--- src/rtl/axi4lite_reg_slice.sv ---
// axi4lite_reg_slice
//
// Full-throughput AXI4-Lite register slice. Every forward channel (AW, W, AR) passes through a
// two-entry skid buffer so that no valid, ready or payload path is combinational between the
// s_axi_* side and the m_axi_* side, while a back-to-back stream still moves one beat per cycle.
// Beats are never reordered, merged, dropped or altered.
//
// Configuration macro: AXI4LITE_REG_SLICE_RESP_SLICE_EN
//   defined   - B and R also get skid buffers (all five channels isolated, +1 cycle response).
//   undefined - B and R are wired straight through (zero response latency).
//
// Ports
//   aclk, areset       clock; synchronous active-high reset
//   s_axi_aw*/w*/ar*   upstream request channels (valid/payload in, ready out)
//   s_axi_b*/r*        upstream response channels (valid/payload out, ready in)
//   m_axi_aw*/w*/ar*   downstream request channels toward the adapter
//   m_axi_b*/r*        downstream response channels from the adapter
//
// Per-slice states: EMPTY (out_valid=0), ONE (out_valid=1, skid_valid=0),
// FULL (out_valid=1, skid_valid=1, in_ready=0).

module axi4lite_reg_slice #(
  parameter int unsigned ADDR_WIDTH = 32,
  parameter int unsigned DATA_WIDTH = 32
) (
  input  logic                      aclk,
  input  logic                      areset,
  // upstream write address
  input  logic [ADDR_WIDTH-1:0]     s_axi_awaddr,
  input  logic [2:0]                s_axi_awprot,
  input  logic                      s_axi_awvalid,
  output logic                      s_axi_awready,
  // upstream write data
  input  logic [DATA_WIDTH-1:0]     s_axi_wdata,
  input  logic [DATA_WIDTH/8-1:0]   s_axi_wstrb,
  input  logic                      s_axi_wvalid,
  output logic                      s_axi_wready,
  // upstream write response
  output logic [1:0]                s_axi_bresp,
  output logic                      s_axi_bvalid,
  input  logic                      s_axi_bready,
  // upstream read address
  input  logic [ADDR_WIDTH-1:0]     s_axi_araddr,
  input  logic [2:0]                s_axi_arprot,
  input  logic                      s_axi_arvalid,
  output logic                      s_axi_arready,
  // upstream read data
  output logic [DATA_WIDTH-1:0]     s_axi_rdata,
  output logic [1:0]                s_axi_rresp,
  output logic                      s_axi_rvalid,
  input  logic                      s_axi_rready,
  // downstream write address
  output logic [ADDR_WIDTH-1:0]     m_axi_awaddr,
  output logic [2:0]                m_axi_awprot,
  output logic                      m_axi_awvalid,
  input  logic                      m_axi_awready,
  // downstream write data
  output logic [DATA_WIDTH-1:0]     m_axi_wdata,
  output logic [DATA_WIDTH/8-1:0]   m_axi_wstrb,
  output logic                      m_axi_wvalid,
  input  logic                      m_axi_wready,
  // downstream write response
  input  logic [1:0]                m_axi_bresp,
  input  logic                      m_axi_bvalid,
  output logic                      m_axi_bready,
  // downstream read address
  output logic [ADDR_WIDTH-1:0]     m_axi_araddr,
  output logic [2:0]                m_axi_arprot,
  output logic                      m_axi_arvalid,
  input  logic                      m_axi_arready,
  // downstream read data
  input  logic [DATA_WIDTH-1:0]     m_axi_rdata,
  input  logic [1:0]                m_axi_rresp,
  input  logic                      m_axi_rvalid,
  output logic                      m_axi_rready
);

  localparam int unsigned AxWidth = ADDR_WIDTH + 3;
  localparam int unsigned WWidth  = DATA_WIDTH + DATA_WIDTH / 8;

  // Each slice: output register, skid register, registered ready. The ready register resets to 1
  // (skid empty) but is masked by areset so that every ready reads 0 while reset is held and 1 in
  // the very first cycle after release. Payload only loads into the output register when it is
  // empty or being popped, so a stalled output never changes.

  // ---------------------------------------------------------------- AW slice
  logic [AxWidth-1:0] aw_in, aw_out_q, aw_out_d, aw_skid_q, aw_skid_d;
  logic aw_ov_q, aw_ov_d, aw_sv_q, aw_sv_d, aw_rdy_q, aw_rdy, aw_push, aw_pop;

  assign aw_in   = {s_axi_awaddr, s_axi_awprot};
  assign aw_rdy  = aw_rdy_q & ~areset;
  assign aw_push = s_axi_awvalid & aw_rdy;
  assign aw_pop  = aw_ov_q & m_axi_awready;

  always_comb begin
    aw_out_d  = aw_out_q;
    aw_skid_d = aw_skid_q;
    aw_ov_d   = aw_ov_q;
    aw_sv_d   = aw_sv_q;
    if (!aw_ov_q || aw_pop) begin
      if (aw_sv_q) begin
        aw_out_d = aw_skid_q;  // FULL + pop: skid moves up, output stays valid
        aw_sv_d  = 1'b0;
      end else begin
        aw_ov_d = aw_push;
        if (aw_push) aw_out_d = aw_in;
      end
    end else if (aw_push) begin
      aw_sv_d   = 1'b1;
      aw_skid_d = aw_in;
    end
  end

  always_ff @(posedge aclk) begin
    if (areset) begin
      aw_out_q  <= '0;
      aw_skid_q <= '0;
      aw_ov_q   <= 1'b0;
      aw_sv_q   <= 1'b0;
      aw_rdy_q  <= 1'b1;
    end else begin
      aw_out_q  <= aw_out_d;
      aw_skid_q <= aw_skid_d;
      aw_ov_q   <= aw_ov_d;
      aw_sv_q   <= aw_sv_d;
      aw_rdy_q  <= ~aw_sv_d;
    end
  end

  assign {m_axi_awaddr, m_axi_awprot} = aw_out_q;
  assign m_axi_awvalid = aw_ov_q;
  assign s_axi_awready = aw_rdy;

  // ---------------------------------------------------------------- W slice
  logic [WWidth-1:0] w_in, w_out_q, w_out_d, w_skid_q, w_skid_d;
  logic w_ov_q, w_ov_d, w_sv_q, w_sv_d, w_rdy_q, w_rdy, w_push, w_pop;

  assign w_in   = {s_axi_wdata, s_axi_wstrb};
  assign w_rdy  = w_rdy_q & ~areset;
  assign w_push = s_axi_wvalid & w_rdy;
  assign w_pop  = w_ov_q & m_axi_wready;

  always_comb begin
    w_out_d  = w_out_q;
    w_skid_d = w_skid_q;
    w_ov_d   = w_ov_q;
    w_sv_d   = w_sv_q;
    if (!w_ov_q || w_pop) begin
      if (w_sv_q) begin
        w_out_d = w_skid_q;
        w_sv_d  = 1'b0;
      end else begin
        w_ov_d = w_push;
        if (w_push) w_out_d = w_in;
      end
    end else if (w_push) begin
      w_sv_d   = 1'b1;
      w_skid_d = w_in;
    end
  end

  always_ff @(posedge aclk) begin
    if (areset) begin
      w_out_q  <= '0;
      w_skid_q <= '0;
      w_ov_q   <= 1'b0;
      w_sv_q   <= 1'b0;
      w_rdy_q  <= 1'b1;
    end else begin
      w_out_q  <= w_out_d;
      w_skid_q <= w_skid_d;
      w_ov_q   <= w_ov_d;
      w_sv_q   <= w_sv_d;
      w_rdy_q  <= ~w_sv_d;
    end
  end

  assign {m_axi_wdata, m_axi_wstrb} = w_out_q;
  assign m_axi_wvalid = w_ov_q;
  assign s_axi_wready = w_rdy;

  // ---------------------------------------------------------------- AR slice
  logic [AxWidth-1:0] ar_in, ar_out_q, ar_out_d, ar_skid_q, ar_skid_d;
  logic ar_ov_q, ar_ov_d, ar_sv_q, ar_sv_d, ar_rdy_q, ar_rdy, ar_push, ar_pop;

  assign ar_in   = {s_axi_araddr, s_axi_arprot};
  assign ar_rdy  = ar_rdy_q & ~areset;
  assign ar_push = s_axi_arvalid & ar_rdy;
  assign ar_pop  = ar_ov_q & m_axi_arready;

  always_comb begin
    ar_out_d  = ar_out_q;
    ar_skid_d = ar_skid_q;
    ar_ov_d   = ar_ov_q;
    ar_sv_d   = ar_sv_q;
    if (!ar_ov_q || ar_pop) begin
      if (ar_sv_q) begin
        ar_out_d = ar_skid_q;
        ar_sv_d  = 1'b0;
      end else begin
        ar_ov_d = ar_push;
        if (ar_push) ar_out_d = ar_in;
      end
    end else if (ar_push) begin
      ar_sv_d   = 1'b1;
      ar_skid_d = ar_in;
    end
  end

  always_ff @(posedge aclk) begin
    if (areset) begin
      ar_out_q  <= '0;
      ar_skid_q <= '0;
      ar_ov_q   <= 1'b0;
      ar_sv_q   <= 1'b0;
      ar_rdy_q  <= 1'b1;
    end else begin
      ar_out_q  <= ar_out_d;
      ar_skid_q <= ar_skid_d;
      ar_ov_q   <= ar_ov_d;
      ar_sv_q   <= ar_sv_d;
      ar_rdy_q  <= ~ar_sv_d;
    end
  end

  assign {m_axi_araddr, m_axi_arprot} = ar_out_q;
  assign m_axi_arvalid = ar_ov_q;
  assign s_axi_arready = ar_rdy;

`ifdef AXI4LITE_REG_SLICE_RESP_SLICE_EN
  // ---------------------------------------------------------------- B slice (m -> s)
  logic [1:0] b_in, b_out_q, b_out_d, b_skid_q, b_skid_d;
  logic b_ov_q, b_ov_d, b_sv_q, b_sv_d, b_rdy_q, b_rdy, b_push, b_pop;

  assign b_in   = m_axi_bresp;
  assign b_rdy  = b_rdy_q & ~areset;
  assign b_push = m_axi_bvalid & b_rdy;
  assign b_pop  = b_ov_q & s_axi_bready;

  always_comb begin
    b_out_d  = b_out_q;
    b_skid_d = b_skid_q;
    b_ov_d   = b_ov_q;
    b_sv_d   = b_sv_q;
    if (!b_ov_q || b_pop) begin
      if (b_sv_q) begin
        b_out_d = b_skid_q;
        b_sv_d  = 1'b0;
      end else begin
        b_ov_d = b_push;
        if (b_push) b_out_d = b_in;
      end
    end else if (b_push) begin
      b_sv_d   = 1'b1;
      b_skid_d = b_in;
    end
  end

  always_ff @(posedge aclk) begin
    if (areset) begin
      b_out_q  <= '0;
      b_skid_q <= '0;
      b_ov_q   <= 1'b0;
      b_sv_q   <= 1'b0;
      b_rdy_q  <= 1'b1;
    end else begin
      b_out_q  <= b_out_d;
      b_skid_q <= b_skid_d;
      b_ov_q   <= b_ov_d;
      b_sv_q   <= b_sv_d;
      b_rdy_q  <= ~b_sv_d;
    end
  end

  assign s_axi_bresp  = b_out_q;
  assign s_axi_bvalid = b_ov_q;
  assign m_axi_bready = b_rdy;

  // ---------------------------------------------------------------- R slice (m -> s)
  logic [DATA_WIDTH+1:0] r_in, r_out_q, r_out_d, r_skid_q, r_skid_d;
  logic r_ov_q, r_ov_d, r_sv_q, r_sv_d, r_rdy_q, r_rdy, r_push, r_pop;

  assign r_in   = {m_axi_rdata, m_axi_rresp};
  assign r_rdy  = r_rdy_q & ~areset;
  assign r_push = m_axi_rvalid & r_rdy;
  assign r_pop  = r_ov_q & s_axi_rready;

  always_comb begin
    r_out_d  = r_out_q;
    r_skid_d = r_skid_q;
    r_ov_d   = r_ov_q;
    r_sv_d   = r_sv_q;
    if (!r_ov_q || r_pop) begin
      if (r_sv_q) begin
        r_out_d = r_skid_q;
        r_sv_d  = 1'b0;
      end else begin
        r_ov_d = r_push;
        if (r_push) r_out_d = r_in;
      end
    end else if (r_push) begin
      r_sv_d   = 1'b1;
      r_skid_d = r_in;
    end
  end

  always_ff @(posedge aclk) begin
    if (areset) begin
      r_out_q  <= '0;
      r_skid_q <= '0;
      r_ov_q   <= 1'b0;
      r_sv_q   <= 1'b0;
      r_rdy_q  <= 1'b1;
    end else begin
      r_out_q  <= r_out_d;
      r_skid_q <= r_skid_d;
      r_ov_q   <= r_ov_d;
      r_sv_q   <= r_sv_d;
      r_rdy_q  <= ~r_sv_d;
    end
  end

  assign {s_axi_rdata, s_axi_rresp} = r_out_q;
  assign s_axi_rvalid = r_ov_q;
  assign m_axi_rready = r_rdy;
`else
  // Responses pass straight through; the adapter's B/R outputs are assumed registered.
  assign s_axi_bresp  = m_axi_bresp;
  assign s_axi_bvalid = m_axi_bvalid;
  assign m_axi_bready = s_axi_bready;
  assign s_axi_rdata  = m_axi_rdata;
  assign s_axi_rresp  = m_axi_rresp;
  assign s_axi_rvalid = m_axi_rvalid;
  assign m_axi_rready = s_axi_rready;
`endif

endmodule

--- config.mk ---
export PLATFORM = sky130hd
export DESIGN_NAME = axi4lite_reg_slice
export DESIGN_NICKNAME = d
export VERILOG_FILES = /design/src/rtl/axi4lite_reg_slice.sv
export SDC_FILE = /design/constraint.sdc
export NUM_CORES = 1
export LEC_CHECK = 0
export CORE_MARGIN = 2
export CORE_UTILIZATION = 43
export CTS_CLUSTER_DIAMETER = 60
export CTS_CLUSTER_SIZE = 10
export DETAILED_ROUTE_END_ITERATION = 8
export GPL_TIMING_DRIVEN = 0
export PLACE_DENSITY = 0.77
export SLEW_MARGIN = 10
export SYNTH_ARGS = -nofsm -noshare
export SYNTH_HDL_FRONTEND = slang
export SYNTH_SLANG_ARGS = --single-unit
--- constraint.sdc ---
create_clock -name aclk -period 1.2 [get_ports aclk]
set_clock_uncertainty 0.15 [all_clocks]
set_input_delay 0.24 -clock aclk [delete_from_list [all_inputs] [get_ports aclk]]
set_output_delay 0.24 -clock aclk [all_outputs]
set_load 0.01 [all_outputs]
* Yosys cells after proc, flatten, opt, wreduce, memory -nomap -nowiden
Index checks and enable logic that the tools add are counted.
** Operators by class
- Bitwise operators :: 19
- Mux-type cells :: 12
- Reductions and logical operators :: 18
** Operators with widths (number)
- $mux W35 :: 4
- $mux W36 :: 2
- $reduce_and A2 Y1 :: 9
- $not A1 Y1 :: 10
- $and A1 B1 Y1 :: 9
- $mux W1 :: 6
- $reduce_bool A2 Y1 :: 3
- $logic_not A1 Y1 :: 3
- $logic_or A1 B1 Y1 :: 3
** Word-level totals
- Output and inout bits :: 152
- Logic and storage cells :: 64
- Input port bits :: 154
- Flip-flop bits (word level) :: 221

* Longest topological paths before layout
Gate-level depths: netlist (run 1).
- Word-level depth :: 6
- Mapped depth :: 6
- Depth with buffers taken out :: 3

* Least setup slack after synthesis (run 1)
OpenSTA, ideal clock, no wires.
- Path kind :: register to register
- From :: register w_ov_q, in the netlist m_axi_wvalid
- To :: register w_out_q[28]
- Setup slack :: -0.187 ns
- Data required time :: 0.970 ns
- Arrival :: 1.157 ns
- Clock period less this slack :: 1.387 ns
- Cell stages (with the launch flop) :: 7
- Setup time :: 0.080 ns
- Buffers on the path :: 3
- Cells stage by stage :: dfxtp_1 -> nand2b_1 -> buf_6 -> and2_1 -> buf_6 -> buf_6 -> a211oi_2
** Between the ends
- Cells in the longest elaborated chain, start to end :: 3
- Elaborated cells on any way between the ends :: 4
- Those cells by class :: 1 x bitwise; 3 x reduce/logical
** Ends and longest elaborated chain
- start, declared :: line 136 : logic w_ov_q, w_ov_d, w_sv_q, w_sv_d, w_rdy_q, w_rdy, w_push, w_pop;
- start signal, assigned :: line 172 : w_ov_q <= w_ov_d;
- $and A1 B1 Y1 / $logic_not A1 Y1 (equally long branches) :: line 141, 148
- $logic_or A1 B1 Y1 * :: line 148 : if (!w_ov_q || w_pop) begin
- $reduce_and A2 Y1 (no line) *
- end signal, assigned :: line 170 : w_out_q <= w_out_d;
- end, declared :: line 135 : logic [WWidth-1:0] w_in, w_out_q, w_out_d, w_skid_q, w_skid_d;
Mark *: on every way between the ends. The rest lies on a longest branch, timed or not.
A chain may end at the register's enable or synchronous reset.

* Worst setup path in the final report (run 1)
- From :: register aw_rdy_q
- To :: output port s_axi_awready
** Between the ends
- Cells in the longest elaborated chain, start to end :: 1
** Ends and longest elaborated chain
- start, declared :: line 88 : logic aw_ov_q, aw_ov_d, aw_sv_q, aw_sv_d, aw_rdy_q, aw_rdy, aw_push, aw_pop;
- start signal, assigned :: line 126 : aw_rdy_q <= ~aw_sv_d;
- $and A1 B1 Y1 :: line 91 : assign aw_rdy = aw_rdy_q & ~areset;
- end, declared :: line 32 : output logic s_axi_awready,
Every way passes these cells.

==> results of run 1 <==
## critical path: cells and delay by family, from the launching register on
family / cells / cell delay [ns]
flip-flops: 1 / 0.35
AND/OR/NAND/NOR: 1 / 0.17
buffers and inverters: 1 / 0.12
## layer usage
layer | GRT usage | wire length, µm
met1 | 0.3309 | 15610
met3 | 0.05119 | 3020
met4 | 0.09481 | 1565
met5 | 0 | 0
met2 | 0.4621 | 19710
## report_power, final
group          leakage, nW  internal, mW  switching (mW)
logic                 5.10          2.73            2.29
clock network        0.347          4.15            3.00
registers             1.85          7.82           0.361
total                 7.30          14.7            5.66
## registers in the layout (all words and copies together), names as in the netlist
register,count
w_out_q,36
w_skid_q,36
ar_out_q,35
ar_skid_q,35
aw_out_q,35
aw_skid_q,35
ar_rdy_q,1
ar_sv_q,1
aw_rdy_q,1
aw_sv_q,1
m_axi_arvalid,1
m_axi_awvalid,1
m_axi_wvalid,1
w_rdy_q,1
w_sv_q,1
## cells by family after synthesis
family,Yosys count,share of synthesized area
compound gates,324,0.2581
simple gates,239,0.1098
flops,221,0.4356
buf+inv,158,0.09214
mux,106,0.1045
## what timing repair did
action	in CTS	in global routing
pin swaps	44	61
resized for setup	938	279
endpoints found under the setup margin	373	373
buffers inserted	55	65
gates cloned	18	9
## through the flow
stage | util | cells | hold WS, ns | instance area (µm²) | TNS [ns]
after floorplan | - | 1048 | 0.2130 | 10320 | -24.99
after global placement | 0.5726 | 1631 | 0.3218 | 13360 | -165.08
after detailed placement | 0.5726 | 1631 | 0.3312 | 13360 | -168.76
after CTS | 0.6919 | 1728 | 0.1157 | 16140 | -58.54
after global routing | 0.7560 | 1786 | 0.1678 | 17640 | -72.75
final | 0.7560 | 1786 | 0.1598 | 17640 | -62.38
## placed cells by master (no fill, tap or decap), drive strengths merged
| master | n |
|---|---|
| dlygate4sd2 | 2 |
| and2 | 6 |
| dfxtp | 221 |
| nand2b | 6 |
| dlymetal6s2s | 40 |
| buf | 353 |
| clkbuf | 65 |
| mux2i | 106 |
| o211ai | 106 |
| a21o | 3 |
| inv | 4 |
| nand2 | 112 |
| nor2b | 3 |
| nor2 | 3 |
| diode | 1 |
| a211oi | 106 |
| bufinv | 1 |
| nor3b | 3 |
| nand3 | 104 |
| clkinvlp | 1 |
| clkdlybuf4s50 | 110 |
| nand4 | 2 |
| a21oi | 106 |
| a2bb2oi | 3 |
## worst paths after layout
path	to	slack (ns)	start	cells past startpoint
setup / recovery	s_axi_awready	-0.36	aw_rdy_q	2
hold / removal	w_skid_q[34]	0.16	s_axi_wdata[30]	3
setup reg to reg	aw_out_q[6]	-0.35	aw_rdy_q	6
hold reg to reg	ar_skid_q[11]	0.34	ar_skid_q[11]	2
## layout make-up
cell class | instances | area share
plain buffers | 142 | 0.08235
diodes | 1 | 0.0001419
repair buffers | 401 | 0.2574
inverters | 4 | 0.0008512
flip-flops and latches | 221 | 0.2619
clock inverters | 2 | 0.002128
well taps | 319 | 0.02263
multi-input cells | 669 | 0.3343
clock buffers | 27 | 0.03830
==> metrics.yaml, run 1 <==
violations: "negative setup slack"
post_drt_wl_per_cell_um: 22.34
cp.required_ns: 0.81
yosysSeqAreaShare: 0.4356
ys_ff_latch: 221
htree_levels: 1
syn-cell-area_um2: 10160
tightest_slew_ns: 1.013
n_fill_cell: 1440
max_freq_ghz: 0.6426
yosysWarnings: 0
fp.dieH_um: 157.7
rsz0062_at_grt: "true"
clock-sinks: 221
fp.dieW_um: 157.7
clk_pin_slew_ns: 0.06
dieArea_um2: 24870
antenna_left: 0
grt_pass1_vias: 9908
slew_headroom: 0.3249
yosys-top-cells-count: "221 x dfxtp_1, 112 x nand2_1, 106 x a21oi_1, 106 x mux2i_1, 106 x o211ai_1"
max_stage_delay_ns: 0.35
cts-root-buf: "clkbuf_16"
post-place-ws_ns: -0.9462
synthArstFlopShare: 0
worst_skew_pair.late_latency_ns: 0.52
layout-drive-gt1-share: 0.5505
drt_iter0_drc: 617
antenna_found_initial: 1
synth-main-ff-cell: "dfxtp_1"
ir_drop_mv: 0.8538
hold_viol: 0
synth_top_area_frac: 0.4356
critPathMaxFanout: 3
worstPathArrival_ns: 1.17
crit_chain: "nor2b_2 -> buf_6"
multiInputGateArea_um2: 5897
timing.final.crit_share: 1.297
area_growth_pct: 73.66
port_buffers: 264
pin_count: 306
synth_edf_count: 0
clk_path_buf_depth: 3
vias: 10289
register_area_um2: 4619
power.density_nw_per_um2: 1154
yosysMostFrequentCell: "dfxtp_1"
grt_util_all_layers: 0.2671
nets: 1619
drv_slew: 0
synthCells: 1048
crit_type: "reg2out"
grt_overflow: 0
grt_max_degree: 13
gp_congestion: 0.8256
postSynthAreaPerCell_um2: 9.692
setup_ws_ns: -0.3563
start_util: 0.4353
yosys.area.top_type: "dfxtp_1"
rows: 56
status: "finished, violations left"
grt_pass1_wl_um: 53040
holdCritPathClass: "in2reg"
dp_hpwl_um: 21760
core_area_um2: 23330
p_leak_nw: 7.298
slowest_stage: "dfxtp_2"
cts_hold_repair.buffers: 0
end_kind: "output pin"
finalSetupViolCount: 331
synth.distinct_cells: 23
startpoint_type: "flip-flop"
max-cap-violations: 0
wl_um: 39910
period_minus_slack_ns: 1.556
tritoncts: "yes"
total_power_mw: 20.36
synthesis.nets: 1202
synthTopCellsByArea: "dfxtp_1 44%, a211oi_2 11%, mux2i_1 10%"
dr.pass1.iters: 5
drc: 0
cts_inserted_buffers: 26
vias_per_cell: 5.761
(Power assumes the default switching activity.)
==> run 2, diff against run 1 <==
Settings changed: SKIP_CTS_REPAIR_TIMING set to 1.
==> run 2 against run 1 <==
The run still ends with negative setup slack left. Final cell count shrank 3.1%. Power shrank 4.5%. Worst hold slack lost 0.15 ns. Global-route usage shrank 3.5 points.
==> metrics.yaml, run 2 (synthesized netlist as in run 1, its figures left out) <==
status: "finished, violations left"
violations: "negative setup slack"
vias_per_cell: 5.639
cts_inserted_buffers: 26
worstPathArrival_ns: 1.14
crit_chain: "nor2b_4 -> buf_6"
startpoint_type: "flip-flop"
grt_pass1_wl_um: 46950
clock-sinks: 221
layout-drive-gt1-share: 0.4344
port_buffers: 264
drv_slew: 0
rows: 56
end_kind: "output pin"
dieArea_um2: 24870
start_util: 0.4353
power.density_nw_per_um2: 1226
final_common_cell: "clkdlybuf4s50_1"
holdCritPathClass: "in2reg"
vias: 9755
nets: 1562
fin_tns_setup_ns: -55.61
finalSetupViolCount: 371
critPathMaxFanout: 4
cp.required_ns: 0.81
fp.dieW_um: 157.7
htree_levels: 1
post-place-ws_ns: -0.9462
clk_pin_slew_ns: 0.06
area_growth_pct: 56.11
pin_count: 306
setup_ws_ns: -0.3322
grt_util_all_layers: 0.2320
grt_overflow: 0
worst_skew_pair.late_latency_ns: 0.52
hold_viol: 0
fp.dieH_um: 157.7
dr.pass1.iters: 5
crit_buf_inv: 1
cp_top_family: "flip-flops"
antenna_left: 0
wl_um: 34170
core_area_um2: 23330
period_minus_slack_ns: 1.532
max_freq_ghz: 0.6527
rsz0062_at_grt: "true"
top_regs: "w_out_q x36, w_skid_q x36"
drt_iter0_drc: 581
ir_drop_mv: 0.8950
gp_congestion: 0.8256
ff2ff_setup_slack_ns: -0.29
clk_path_buf_depth: 3
drc: 0
post_drt_wl_per_cell_um: 19.75
max_stage_delay_ns: 0.36
timing.final.crit_share: 1.277
slew_headroom: 0.3591
crit_type: "reg2out"
tritoncts: "yes"
grt_pass1_vias: 8894
placed_cell_area_um2: 13360
finalNonFillerCells: 1730
grt_max_degree: 13
tightest_slew_ns: 0.9614
dp_hpwl_um: 21760
p_leak_nw: 6.453
cts-root-buf: "clkbuf_16"
max-cap-violations: 0
most-common-layout-cells: "149 x clkdlybuf4s50_1, 133 x buf_6, 111 x nand2_1"
n_fill_cell: 1738
slowest_stage: "dfxtp_2"
design_area_um2: 15860
post-place-cells: 1631
antenna_found_initial: 2
==> run 2: cell types whose count changed in the layout (fill, tap and decap cells not counted), sizes merged <==
cell,change
and2,+2
buf,-79
clkbuf,+20
clkdlybuf4s50,+39
diode,+1
dlygate4sd2,-2
dlymetal6s2s,-37
==> run 2: layout make-up <==
type	instances	area, µm²	share of cell area
Multi-Input combinational cell	671	5072	0.3199
Antenna cell	2	5.005	0.0003156
Clock buffer	27	675.6	0.04261
Tap cell	319	399.1	0.02517
Clock inverter	2	37.54	0.002367
Timing Repair Buffer	335	3756	0.2369
Buffer	149	1324	0.08348
Sequential cell	221	4572	0.2883
Inverter	4	15.01	0.0009469
==> run 2: metrics by stage <==
| stage | util | hold slack, ns | power, mW |
|---|---|---|---|
| after floorplan | - | 0.2130 | 9.940 |
| after global placement | 0.5726 | 0.3218 | 11.57 |
| after detailed placement | 0.5726 | 0.3312 | 11.62 |
| after CTS | 0.6032 | 0.1210 | 18.64 |
| after global routing | 0.6796 | 0.02597 | 20.08 |
| final | 0.6796 | 0.01122 | 19.45 |
==> run 2: worst paths after layout <==
path	start	to	cells past startpoint
worst max-delay path	w_rdy_q	s_axi_wready	2
worst min-delay path	m_axi_wready	m_axi_wvalid	4
worst max register to register	aw_rdy_q	aw_skid_q[7]	4
worst min register to register	ar_skid_q[14]	ar_skid_q[14]	2
==> run 2: report_power, final <==
part           switching, mW  internal, mW
clock                   2.92          4.14
combinational           1.90          2.32
sequential             0.335          7.83
==> run 2: per-layer routing <==
metal	global-route usage	wire length, µm	up-vias
li1	-	-	4529
met1	0.3098	14220	4739
met2	0.3828	16700	423
met3	0.04079	2436	64
met4	0.06970	819	0
met5	0	0	-
==> run 2: worst reg2reg max path, cell delays in order, from the launching register on <==
cell      delay, ns
dfxtp_2        0.34
nand2_1        0.25
clkbuf_2       0.30
o211ai_1       0.25
nand2_1        0.09
==> run 3, diff against run 2 <==
Settings changed: CTS_CLUSTER_DIAMETER 60 to not set.
==> run 3 against run 2 <==
Flip-flop and latch count is the same. Combinational power is essentially flat. Power is 0.75% lower. Critical path depth did not move. Fmax is 0.58% lower. Critical path type unchanged. The run ends with negative hold slack, negative setup slack left. Worst hold slack worse by 0.015 ns. Global-route usage is essentially flat. Highest routed layer is now met5. Critical endpoint unchanged. Sequential power hardly changed. Routed wire length fell by 0.23%. Core utilization shrank 0.30 points. Cell area down 0.44%.
==> metrics.yaml, run 3 (synthesized netlist as in run 1, its figures left out) <==
ff2ff_setup_slack_ns: -0.31
grt_util_all_layers: 0.2323
fp.dieH_um: 157.7
drt_iter0_drc: 516
post-place-ws_ns: -0.9462
wl_um: 34090
timing.final.crit_share: 1.284
tritoncts: "yes"
crit_buf_inv: 1
most-common-layout-cells: "148 x clkdlybuf4s50_1, 141 x buf_6, 111 x nand2_1"
cp.required_ns: 0.81
finalSetupViolCount: 371
vias: 9720
end_kind: "output pin"
internal_power_mw: 14.17
gp_congestion: 0.8256
cts-root-buf: "clkbuf_16"
status: "finished, violations left"
p_switching_mw: 5.127
layout-drive-gt1-share: 0.4382
final_common_cell: "clkdlybuf4s50_1"
max_stage_delay_ns: 0.36
clk_path_buf_depth: 3
start_util: 0.4353
vias_per_cell: 5.622
htree_levels: 1
dp_hpwl_um: 21760
hold_viol: 2
switching_share: 0.2656
final_core_util: 0.6766
grt_overflow: 0
cts_inserted_buffers: 26
violations: "negative hold slack, negative setup slack"
register_area_um2: 4582
crit_type: "reg2out"
clk_pin_slew_ns: 0.06
cp_top_family: "flip-flops"
dieArea_um2: 24870
antenna_left: 0
ir_drop_mv: 0.9253
sequentialPowerShare: 0.424
fp.dieW_um: 157.7
total_power_mw: 19.30
max_freq_ghz: 0.6489
period_minus_slack_ns: 1.541
pin_count: 306
p_comb_frac: 0.218
antenna_found_initial: 3
grt_pass1_wl_um: 46860
multiInputGateArea_um2: 5116
drv_slew: 0
power.density_nw_per_um2: 1223
slowest_stage: "dfxtp_2"
grt_max_degree: 13
max-cap-violations: 0
p_leak_nw: 6.408
top_regs: "w_out_q x36, w_skid_q x36"
clkPwrFrac: 0.358
setup_ws_ns: -0.3411
n_fill_cell: 1769
drc: 0
critPathMaxFanout: 4
nets: 1557
worst_skew_pair.late_latency_ns: 0.52
startpoint_type: "flip-flop"
area_growth_pct: 55.42
crit_chain: "nor2b_4 -> buf_6"
worstPathArrival_ns: 1.15
fin_tns_setup_ns: -58.10
grt_pass1_vias: 8885
rows: 56
post_drt_wl_per_cell_um: 19.72
slew_headroom: 0.3701
hold_ws_ns: -0.003733
holdCritPathClass: "in2reg"
core_area_um2: 23330
port_buffers: 264
clock-sinks: 221
rsz0062_at_grt: "true"
dr.pass1.iters: 5
tightest_slew_ns: 0.9448
[run 3: cell types whose count changed in the layout (fill, tap and decap cells not counted), sizes merged]
cell | previous run | this run
clkdlybuf4s50 | 149 | 148
dlymetal6s2s | 3 | 4
clkbuf | 85 | 83
bufinv | 1 | 0
buf | 274 | 276
clkinvlp | 1 | 0
clkinv | 0 | 1
[run 3: stage by stage]
| stage | instance area, µm² | instances |
|---|---|---|
| 2_1_floorplan | 10320 | 1048 |
| 3_3_place_gp | 13360 | 1631 |
| 3_5_place_dp | 13360 | 1631 |
| 4_1_cts | 14070 | 1664 |
| 5_1_grt | 15790 | 1729 |
| 6_report | 15790 | 1729 |
[run 3: power by group through the flow]
stage | Sequential (mW) | Combinational (mW) | Clock (mW)
finish | 8.18 | 4.21 | 6.92
global route | 8.21 | 4.45 | 7.28
CTS | 8.01 | 3.48 | 7.02
detailed placement | 8.16 | 3.46 | 0
global placement | 8.15 | 3.42 | 0
floorplan | 8.26 | 1.68 | 0
[run 3: worst register-to-register path: stages, from the launching register on]
cell,delay (ns)
dfxtp_2,0.36
buf_4,0.14
nand2_8,0.10
buf_4,0.18
clkbuf_16,0.14
o211ai_1,0.21
nand2_1,0.11
[run 3: path summary, 6_finish.rpt]
kind / to / from / cells after the start
setup / recovery: s_axi_wready / w_rdy_q / 2
hold / removal: m_axi_wvalid / m_axi_wready / 4
setup reg to reg: w_skid_q[8] / w_rdy_q / 6
hold reg to reg: aw_skid_q[18] / aw_skid_q[18] / 2
[run 3: metal layers]
layer | wire [µm] | track usage | vias up
li1 | - | - | 4515
met1 | 14270 | 0.3097 | 4731
met2 | 16520 | 0.3834 | 402
met3 | 2240 | 0.03942 | 70
met4 | 1059 | 0.07316 | 2
met5 | 7 | 0 | -
[run 3: area by class of cell]
| class | count | share of cell area |
|---|---|---|
| flip-flops and latches | 221 | 0.2902 |
| diodes | 2 | 0.0003170 |
| multi-input cells | 671 | 0.3241 |
| plain buffers | 149 | 0.08354 |
| repair buffers | 330 | 0.2306 |
| clock buffers | 32 | 0.04462 |
| well taps | 319 | 0.02528 |
| inverters | 4 | 0.0009511 |
| clock inverters | 1 | 0.0003170 |
